--- src/rtl/display_source_arbiter_if.sv ---
// Purpose: groups the source-side inputs and display-side outputs of the display source arbiter.
// Latency: none, this is wiring only.
// Backpressure: none; notify_req is accepted in the cycle it is seen, and notify_ack confirms it.
interface display_source_arbiter_if;
  logic [31:0] bg_data;
  logic        edit_active;
  logic [31:0] edit_data;
  logic [7:0]  edit_blink_mask;
  logic        notify_req;
  logic [31:0] notify_data;
  logic        notify_ack;
  logic        notify_done;
  logic [31:0] disp_data;
  logic [1:0]  disp_src;
  logic        blink_phase;

  // Sources and the display consumer sit on the master side.
  modport master (
    output bg_data, edit_active, edit_data, edit_blink_mask, notify_req, notify_data,
    input  notify_ack, notify_done, disp_data, disp_src, blink_phase
  );

  // The arbiter sits on the slave side.
  modport slave (
    input  bg_data, edit_active, edit_data, edit_blink_mask, notify_req, notify_data,
    output notify_ack, notify_done, disp_data, disp_src, blink_phase
  );
endinterface

--- src/rtl/display_source_arbiter.sv ---
// Purpose: picks the nibble bus shown on the 8-digit display (priority NOTIFY > EDIT > BG) and blinks edit digits.
// Latency: all outputs are registered; data passes through with 1 cycle of latency, and a source switch shows on the same edge.
// Backpressure: none; notify_req is taken every cycle it is high, and each acceptance reloads the on-screen hold.
module display_source_arbiter #(
  parameter int unsigned BLINK_HALF   = 125,
  parameter int unsigned NOTIFY_TICKS = 1000,
  parameter logic [3:0]  BLANK_NIBBLE = 4'hF
) (
  input logic                     clk_500hz,
  input logic                     rst,
  display_source_arbiter_if.slave bus
);

  localparam int unsigned HOLD_W  = $clog2(NOTIFY_TICKS);
  localparam int unsigned BLINK_W = $clog2(BLINK_HALF + 1);

  // Encoding doubles as the disp_src code.
  typedef enum logic [1:0] {
    ST_BG     = 2'b00,
    ST_EDIT   = 2'b01,
    ST_NOTIFY = 2'b10
  } state_t;

  state_t              state, state_nxt;
  logic [HOLD_W-1:0]   hold_cnt, hold_nxt;
  logic [BLINK_W-1:0]  blink_cnt, blink_cnt_nxt;
  logic                blink_phase_q, blink_phase_nxt;
  logic [31:0]         notify_lat, notify_lat_nxt;
  logic [31:0]         disp_data_q, disp_data_nxt;
  logic [1:0]          disp_src_q;
  logic                notify_ack_q, ack_nxt;
  logic                notify_done_q, done_nxt;

  // Source selection: a request always wins; otherwise hold down a notification or follow edit_active.
  always_comb begin
    state_nxt      = state;
    hold_nxt       = hold_cnt;
    notify_lat_nxt = notify_lat;
    ack_nxt        = 1'b0;
    done_nxt       = 1'b0;
    if (bus.notify_req) begin
      // Accept or retrigger. This also swallows an expiry that falls on the same cycle.
      notify_lat_nxt = bus.notify_data;
      hold_nxt       = HOLD_W'(NOTIFY_TICKS - 1);
      ack_nxt        = 1'b1;
      state_nxt      = ST_NOTIFY;
    end else begin
      case (state)
        ST_NOTIFY: begin
          if (hold_cnt != '0) begin
            hold_nxt = hold_cnt - 1'b1;
          end else begin
            done_nxt  = 1'b1;
            state_nxt = bus.edit_active ? ST_EDIT : ST_BG;
          end
        end
        ST_BG:   if (bus.edit_active)  state_nxt = ST_EDIT;
        ST_EDIT: if (!bus.edit_active) state_nxt = ST_BG;
        default: state_nxt = ST_BG;
      endcase
    end
  end

  // Blink timebase: free-running, restarted in the visible phase whenever EDIT is entered.
  always_comb begin
    blink_cnt_nxt   = blink_cnt + 1'b1;
    blink_phase_nxt = blink_phase_q;
    if (state_nxt == ST_EDIT && state != ST_EDIT) begin
      blink_cnt_nxt   = '0;
      blink_phase_nxt = 1'b0;
    end else if (blink_cnt == BLINK_W'(BLINK_HALF - 1)) begin
      blink_cnt_nxt   = '0;
      blink_phase_nxt = ~blink_phase_q;
    end
  end

  // Display mux, driven from next-state values so a source switch appears on the switching edge.
  always_comb begin
    disp_data_nxt = bus.bg_data;
    case (state_nxt)
      ST_EDIT: begin
        for (int i = 0; i < 8; i++) begin
          disp_data_nxt[4*i +: 4] = (bus.edit_blink_mask[i] && blink_phase_nxt) ?
                                    BLANK_NIBBLE : bus.edit_data[4*i +: 4];
        end
      end
      ST_NOTIFY: disp_data_nxt = notify_lat_nxt;
      default:   disp_data_nxt = bus.bg_data;
    endcase
  end

  // State and output registers. An asynchronous reset aborts any notification without a done pulse.
  always_ff @(posedge clk_500hz or negedge rst) begin
    if (!rst) begin
      state         <= ST_BG;
      hold_cnt      <= '0;
      blink_cnt     <= '0;
      blink_phase_q <= 1'b0;
      notify_lat    <= '0;
      disp_data_q   <= '0;
      disp_src_q    <= 2'b00;
      notify_ack_q  <= 1'b0;
      notify_done_q <= 1'b0;
    end else begin
      state         <= state_nxt;
      hold_cnt      <= hold_nxt;
      blink_cnt     <= blink_cnt_nxt;
      blink_phase_q <= blink_phase_nxt;
      notify_lat    <= notify_lat_nxt;
      disp_data_q   <= disp_data_nxt;
      disp_src_q    <= state_nxt;
      notify_ack_q  <= ack_nxt;
      notify_done_q <= done_nxt;
    end
  end

  assign bus.disp_data   = disp_data_q;
  assign bus.disp_src    = disp_src_q;
  assign bus.blink_phase = blink_phase_q;
  assign bus.notify_ack  = notify_ack_q;
  assign bus.notify_done = notify_done_q;

endmodule

--- src/flat_wrapper.sv ---
// flat-port wrapper written by rule: the top's interface ports become plain ports
module display_source_arbiter_flat 
#(
  parameter int unsigned BLINK_HALF   = 125,
  parameter int unsigned NOTIFY_TICKS = 1000,
  parameter logic [3:0]  BLANK_NIBBLE = 4'hF
)
  (clk_500hz, rst, bus_bg_data, bus_edit_active, bus_edit_data, bus_edit_blink_mask, bus_notify_req, bus_notify_data, bus_notify_ack, bus_notify_done, bus_disp_data, bus_disp_src, bus_blink_phase);
  display_source_arbiter_if bus_i ();
  input logic clk_500hz;
  input logic rst;
  input wire logic [$bits(bus_i.bg_data)-1:0] bus_bg_data;
  input wire logic [$bits(bus_i.edit_active)-1:0] bus_edit_active;
  input wire logic [$bits(bus_i.edit_data)-1:0] bus_edit_data;
  input wire logic [$bits(bus_i.edit_blink_mask)-1:0] bus_edit_blink_mask;
  input wire logic [$bits(bus_i.notify_req)-1:0] bus_notify_req;
  input wire logic [$bits(bus_i.notify_data)-1:0] bus_notify_data;
  output wire logic [$bits(bus_i.notify_ack)-1:0] bus_notify_ack;
  output wire logic [$bits(bus_i.notify_done)-1:0] bus_notify_done;
  output wire logic [$bits(bus_i.disp_data)-1:0] bus_disp_data;
  output wire logic [$bits(bus_i.disp_src)-1:0] bus_disp_src;
  output wire logic [$bits(bus_i.blink_phase)-1:0] bus_blink_phase;
  assign bus_i.bg_data = bus_bg_data;
  assign bus_i.edit_active = bus_edit_active;
  assign bus_i.edit_data = bus_edit_data;
  assign bus_i.edit_blink_mask = bus_edit_blink_mask;
  assign bus_i.notify_req = bus_notify_req;
  assign bus_i.notify_data = bus_notify_data;
  assign bus_notify_ack = bus_i.notify_ack;
  assign bus_notify_done = bus_i.notify_done;
  assign bus_disp_data = bus_i.disp_data;
  assign bus_disp_src = bus_i.disp_src;
  assign bus_blink_phase = bus_i.blink_phase;
  display_source_arbiter #(.BLINK_HALF(BLINK_HALF), .NOTIFY_TICKS(NOTIFY_TICKS), .BLANK_NIBBLE(BLANK_NIBBLE)) u_core (.clk_500hz(clk_500hz), .rst(rst), .bus(bus_i));
endmodule
--- config.mk ---
export PLATFORM = sky130hd
export DESIGN_NAME = display_source_arbiter_flat
export DESIGN_NICKNAME = d
export VERILOG_FILES = /design/src/rtl/display_source_arbiter_if.sv /design/src/rtl/display_source_arbiter.sv /design/src/flat_wrapper.sv
export SDC_FILE = /design/constraint.sdc
export NUM_CORES = 1
export LEC_CHECK = 0
export BUFFER_PORTS_ARGS = -buffer_cell sky130_fd_sc_hd__buf_4
export CORE_MARGIN = 1.5
export CORE_UTILIZATION = 51
export DETAILED_ROUTE_END_ITERATION = 16
export GPL_TIMING_DRIVEN = 0
export PLACE_DENSITY_LB_ADDON = 0.1
export SYNTH_ARGS = -nofsm -noshare
export SYNTH_HDL_FRONTEND = slang
export SYNTH_SLANG_ARGS = --single-unit
export TNS_END_PERCENT = 20
--- constraint.sdc ---
create_clock -name clk_500hz -period 4.2 [get_ports clk_500hz]
set_input_delay 0.42 -clock clk_500hz [delete_from_list [all_inputs] [get_ports clk_500hz]]
set_output_delay 0.42 -clock clk_500hz [all_outputs]
set_load 0.03 [all_outputs]
==> results.cfg, run 1 <==
[floorplan]
die_h_microns = 94.6
die_width_microns = 94.6
ios = 145
dieArea_sq_um = 8950
initial_core_util_pct = 52.4
core_area_sq_um = 8180
placementRows = 33

[clock_tree]
cts_hold_buf = 0
postCtsSetupBuffers = 0
insertion_delay_ns = 0.35
cts_resized = 0
path_clk_slew_ns = 0.08
cts_tree = yes
root_buffer = clkbuf_8
clockBufferDepth = 2
cts.sinks = 86
cts_made_buffers = 9
h-tree-depth = 3

[final_layout]
drive_above_1_share_pct = 30.2
postLayoutCoreUtil_pct = 69.5
nets = 702
syn_to_final_growth_pct = 32.7
diodes = 0
stdcell_count = 697

[drt]
first_pass_iters = 4
drtIter0Drc = 214
vias = 3645
drc_errors = 0
wirelength_microns = 11100
viasPerCell = 5.23
drtAntennaViolNets = 0
wl_per_cell_microns = 15.9

[synth]
yosysTopAreaCell = dfrtp_1
yosys_warnings = 0
syn_avg_cell_area_sq_um = 9.87
synthXorXnorAreaFrac_pct = 1.02
yosys.area_share.simple_pct = 19.3
yosys-top-cells-count = 86 x dfrtp_1, 69 x nand2_1, 43 x nor2_1
async_reset_ff_share_pct = 100
synth_edf_count = 0
synth_area_sq_um = 4280
yosys.area_share.adder_pct = 1.46
synth_area_leaders = dfrtp_1 50%, mux2_1 8.4%, nand2_1 6.0%
syn-num-nets = 547
yosysMostFrequentCell = dfrtp_1
synth_top_area_share_pct = 50.3
synth.distinct_cells = 45
ys_ff_latch = 86
synth_ff_type = dfrtp_1
synth_cells = 434
yosysSeqAreaShare_pct = 50.3
muxShareOfSynthArea_pct = 8.65
synth_compound_area_share_pct = 16.0
synth_top_family_by_area = simple AND/OR/NAND/NOR gates

[global_route]
grt.total_usage_pct = 26.5
grt_max_degree = 87
antenna_found_initial = 0
grt_pass1_wl_microns = 17700
grt_pass1_vias = 3605
grt-ovfl-total = 0

[setup_path]
crit_chain = inv_1 -> ha_1 -> or4b_1 -> or3_4 -> o21ai_2 -> nand3_1 -> ha_1 -> clkbuf_1 -> nor2_1 -> clkbuf_1 -> a21oi_1 -> o21a_1
crit_path_max_incr_delay_ns = 0.55
critPathKind = register to register
cp-end-kind = register
timing.critical_path.buf_inv = 3
crit_required_ns = 4.44
path_max_fanout = 10
crit_family = simple AND/OR/NAND/NOR gates
setup.worst_path.start_class = register
cp_slowest_cell = or4b_1
arrival_ns = 3.98

[sta]
hold_viol = 0
setup_viol = 0
maxSlewViolCount = 0
worst_pin_slew_ns = 1.08
finalClockSkew_ns = 0.00494
holdWs_ns = 0.188
rsz0062_at_grt = no
period_share_pct = 89.0
relSlewSlack_pct = 27.8
tns_ns = 0
fin_crit_ns = 3.74
max_freq_mhz = 267

[power]
vdd_drop_max_mv = 0.222
powerDensity_nw_per_um2 = 393
power_leakage_nw = 2.71

[outcome]
status = finished clean

[placed_design]
numPortBuffers = 144
dp_hpwl_microns = 8130
numPlacedInstances = 683
gp_congestion = 0.862

[flow_run]
drv_cap = 0

[min_path]
hp-class = input pin to register
-- worst register-to-register path, delay by kind of cell (launching register included) --
family                   cells  cell delay, ns
AO/OA/AOI/OAI                3            0.42
adder cells (fa/ha/maj)      2            0.60
buffers and inverters        3            0.82
flip-flops                   1            0.40
AND/OR/NAND/NOR              4            1.41
-- state kept, by name, summed over array words and instances, names as in the netlist --
| signal | count |
|---|---|
| u_core.blink_cnt | 7 |
| u_core.state | 2 |
| u_core.bus.blink_phase | 1 |
| u_core.bus.notify_done | 1 |
| u_core.bus.notify_ack | 1 |
| u_core.bus.disp_data | 32 |
| u_core.hold_cnt | 10 |
| u_core.notify_lat | 32 |
-- power breakdown --
| part | internal [mW] | total [mW] | switching [mW] |
|---|---|---|---|
| combinational | 0.277 | 0.631 | 0.354 |
| clock | 0.302 | 0.589 | 0.287 |
| sequential | 0.948 | 1.01 | 0.0660 |
-- metrics by stage --
step	instance area, sq um	worst slack, ns	power [mW]
after floorplan	4280	1.02	1.40
after global placement	5490	0.493	1.64
after detailed placement	5490	0.471	1.66
after CTS	5680	0.440	2.24
after global routing	5680	0.132	2.35
final	5680	0.462	2.23
-- per-layer routing --
layer,share of wire (%),wire length (microns),track usage (%)
met1,42,4640,34.5
met2,51,5620,43.5
met3,6.6,728,7.49
met4,0.94,104,6.59
met5,0,0,0
-- cells by family (layout without fill, tap and decap cells) --
| kind of cell | after synthesis | count (layout) |
|---|---|---|
| compound gates | 95 | 95 |
| xor+xnor | 5 | 5 |
| simple gates | 174 | 174 |
| fa+ha+maj | 5 | 5 |
| buf+inv | 36 | 194 |
| flops | 86 | 86 |
| mux | 33 | 33 |
-- layout make-up --
class                      count  area [sq um]
sequential                    86          2150
multi-input combinational    312          1990
tap                          105           131
clock buffer                  13           159
fill                         659          2490
timing repair buffer         144          1080
inverter                      15          56.3
buffer                        21          85.1
clock inverter                 1          30.0
-- path summary, 6_finish.rpt --
kind,end,start,slack [ns],depth (start not counted)
worst max-delay path,u_core.bus.disp_data[14]$_DFF_PN0_,u_core.hold_cnt[0]$_DFFE_PN0P_,0.46,12
worst min-delay path,u_core.bus.notify_ack$_DFF_PN0_,bus_notify_req,0.19,1
worst max register to register,u_core.bus.disp_data[14]$_DFF_PN0_,u_core.hold_cnt[0]$_DFFE_PN0P_,0.46,12
worst min register to register,u_core.notify_lat[4]$_DFF_PN0_,u_core.notify_lat[4]$_DFF_PN0_,0.49,1
max in group asynchronous,u_core.notify_lat[4]$_DFF_PN0_,rst,3.24,1
min in group asynchronous,u_core.hold_cnt[7]$_DFFE_PN0P_,rst,0.26,1
-- placed cells by master (no fill, tap or decap), drive strengths merged, types with 3 or more instances in the layout --
master    n
o21a     32
inv      15
or4       3
o31ai     3
mux2     32
nor2b    35
a21oi    37
xor2      3
nor2     43
nand2    69
nand3     7
ha        5
a211oi    8
buf     152
o21ai     6
nor3      3
dfrtp    86
clkbuf   26
(Power assumes the default switching activity.)
==> run 2: changes to the inputs <==
- CORE_MARGIN: 1.5 -> 3
- PLACE_DENSITY_LB_ADDON: 0.1 -> 0.25
==> run 2 against run 1 <==
- via count up 2.4%
- flip-flop and latch count unchanged
- sequential share of layout area down 0.36 points
- final cell count down 0.14%
- clock power up 21%
- first-iteration DRC count down 22%
- clock-buffer cell count down 3
- die area up 6.4%
- total power up 5.8%
- largest cell class unchanged
- largest power group unchanged
==> results.cfg, run 2 (synthesis gave the netlist of run 1 again) <==
[power]
finalPower_mw = 2.36
vdd_drop_max_mv = 0.220
power_leakage_nw = 2.74
powerDensity_nw_per_um2 = 412

[global_route]
antenna_found_initial = 0
grt.total_usage_pct = 23.9
grt_pass1_vias = 3800
grt_pass1_wl_microns = 18400
grt_max_degree = 87
grt-ovfl-total = 0

[sta]
setup_viol = 0
finalClockSkew_ns = 0.0118
hold_viol = 0
worst_pin_slew_ns = 1.07
fin_crit_ns = 3.88
relSlewSlack_pct = 28.5
tns_ns = 0
rsz0062_at_grt = no
maxSlewViolCount = 0
period_share_pct = 92.3
max_freq_mhz = 258

[clock_tree]
h-tree-depth = 3
cts_hold_buf = 0
cts_resized = 0
root_buffer = clkbuf_8
clockBufferDepth = 2
insertion_delay_ns = 0.35
path_clk_slew_ns = 0.09
cts_tree = yes
postCtsSetupBuffers = 0
cts_made_buffers = 9
cts.sinks = 86

[setup_path]
arrival_ns = 4.13
reg2reg_depth = 12
critPathKind = register to register
cp-end-kind = register
crit_required_ns = 4.45
startpoint = u_core.hold_cnt[0]$_DFFE_PN0P_
r2r_start = u_core.hold_cnt[0]$_DFFE_PN0P_
setup.worst_path.start_class = register
path_max_fanout = 10

[final_layout]
postLayoutCoreUtil_pct = 72.4
fill_cells = 610
syn_to_final_growth_pct = 34.0
diodes = 0
seqCellArea_sq_um = 2150
multi_input_area_sq_um = 1990
drive_above_1_share_pct = 30.8
stdcell_count = 696
nets = 702
final_common_cell = buf_4
final_cell_mix = 144 x buf_4, 86 x dfrtp_1, 69 x nand2_1

[floorplan]
initial_core_util_pct = 54.0
ios = 145
dieArea_sq_um = 9530
die_width_microns = 97.6
core_area_sq_um = 7930
placementRows = 32
die_h_microns = 97.6

[drt]
first_pass_iters = 4
viasPerCell = 5.36
drc_errors = 0
vias = 3733
drtIter0Drc = 167
drtAntennaViolNets = 0
wl_per_cell_microns = 16.5
wirelength_microns = 11500

[min_path]
hp-class = input pin to register
hold_depth = 1
min_from = bus_notify_req

[placed_design]
numPlacedInstances = 680
gp_congestion = 0.846
numPortBuffers = 144
dp_hpwl_microns = 8480

[flow_run]
drv_cap = 0

[outcome]
status = finished clean
==> run 2: layout make-up <==
type / instances / area share (%)
Sequential cell: 86 / 37.5
Multi-Input combinational cell: 312 / 34.7
Timing Repair Buffer: 144 / 18.8
Clock buffer: 10 / 2.40
Tap cell: 102 / 2.22
Clock inverter: 6 / 1.90
Buffer: 21 / 1.48
Inverter: 15 / 0.981
==> run 2: power breakdown <==
group | switching (mW) | internal, mW | leakage, nW
registers | 0.0669 | 0.948 | 1.00
clock network | 0.302 | 0.411 | 0.126
logic | 0.359 | 0.278 | 1.62
==> run 2: routing by layer <==
layer / vias to the layer above / wire length [microns] / share of wire, % / GRT usage (%)
met5: - / 0 / 0 / 0
met4: 0 / 184 / 1.6 / 6.82
met3: 16 / 854 / 7.4 / 6.10
met2: 140 / 5750 / 50 / 40.1
met1: 1801 / 4680 / 41 / 30.6
li1: 1776 / - / - / -
==> run 2: path summary, 6_finish.rpt <==
check | to | slack, ns
setup reg to reg | u_core.bus.disp_data[18]$_DFF_PN0_ | 0.32
hold / removal | u_core.bus.notify_ack$_DFF_PN0_ | 0.18
min in group asynchronous | u_core.hold_cnt[7]$_DFFE_PN0P_ | 0.26
max in group asynchronous | u_core.notify_lat[24]$_DFF_PN0_ | 3.25
hold reg to reg | u_core.notify_lat[21]$_DFF_PN0_ | 0.49
setup / recovery | u_core.bus.disp_data[18]$_DFF_PN0_ | 0.32
==> run 2: worst max-delay path, stage by stage (launching register included) <==
cell	delay, ns
dfrtp_1	0.40
inv_1	0.09
ha_1	0.31
or4b_1	0.55
or3_4	0.41
o21ai_2	0.14
nand3_1	0.10
ha_1	0.32
clkbuf_1	0.25
nor2_1	0.44
clkbuf_1	0.45
a21oi_1	0.16
o21a_1	0.14
==> run 2: metrics by stage <==
stage	area (sq um)	setup WS, ns	hold slack (ns)
3_3_place_gp	5490	0.509	0.463
6_report	5740	0.322	0.183
5_1_grt	5740	0.123	0.172
3_5_place_dp	5490	0.349	0.470
2_1_floorplan	4280	1.02	0.124
4_1_cts	5740	0.327	0.174
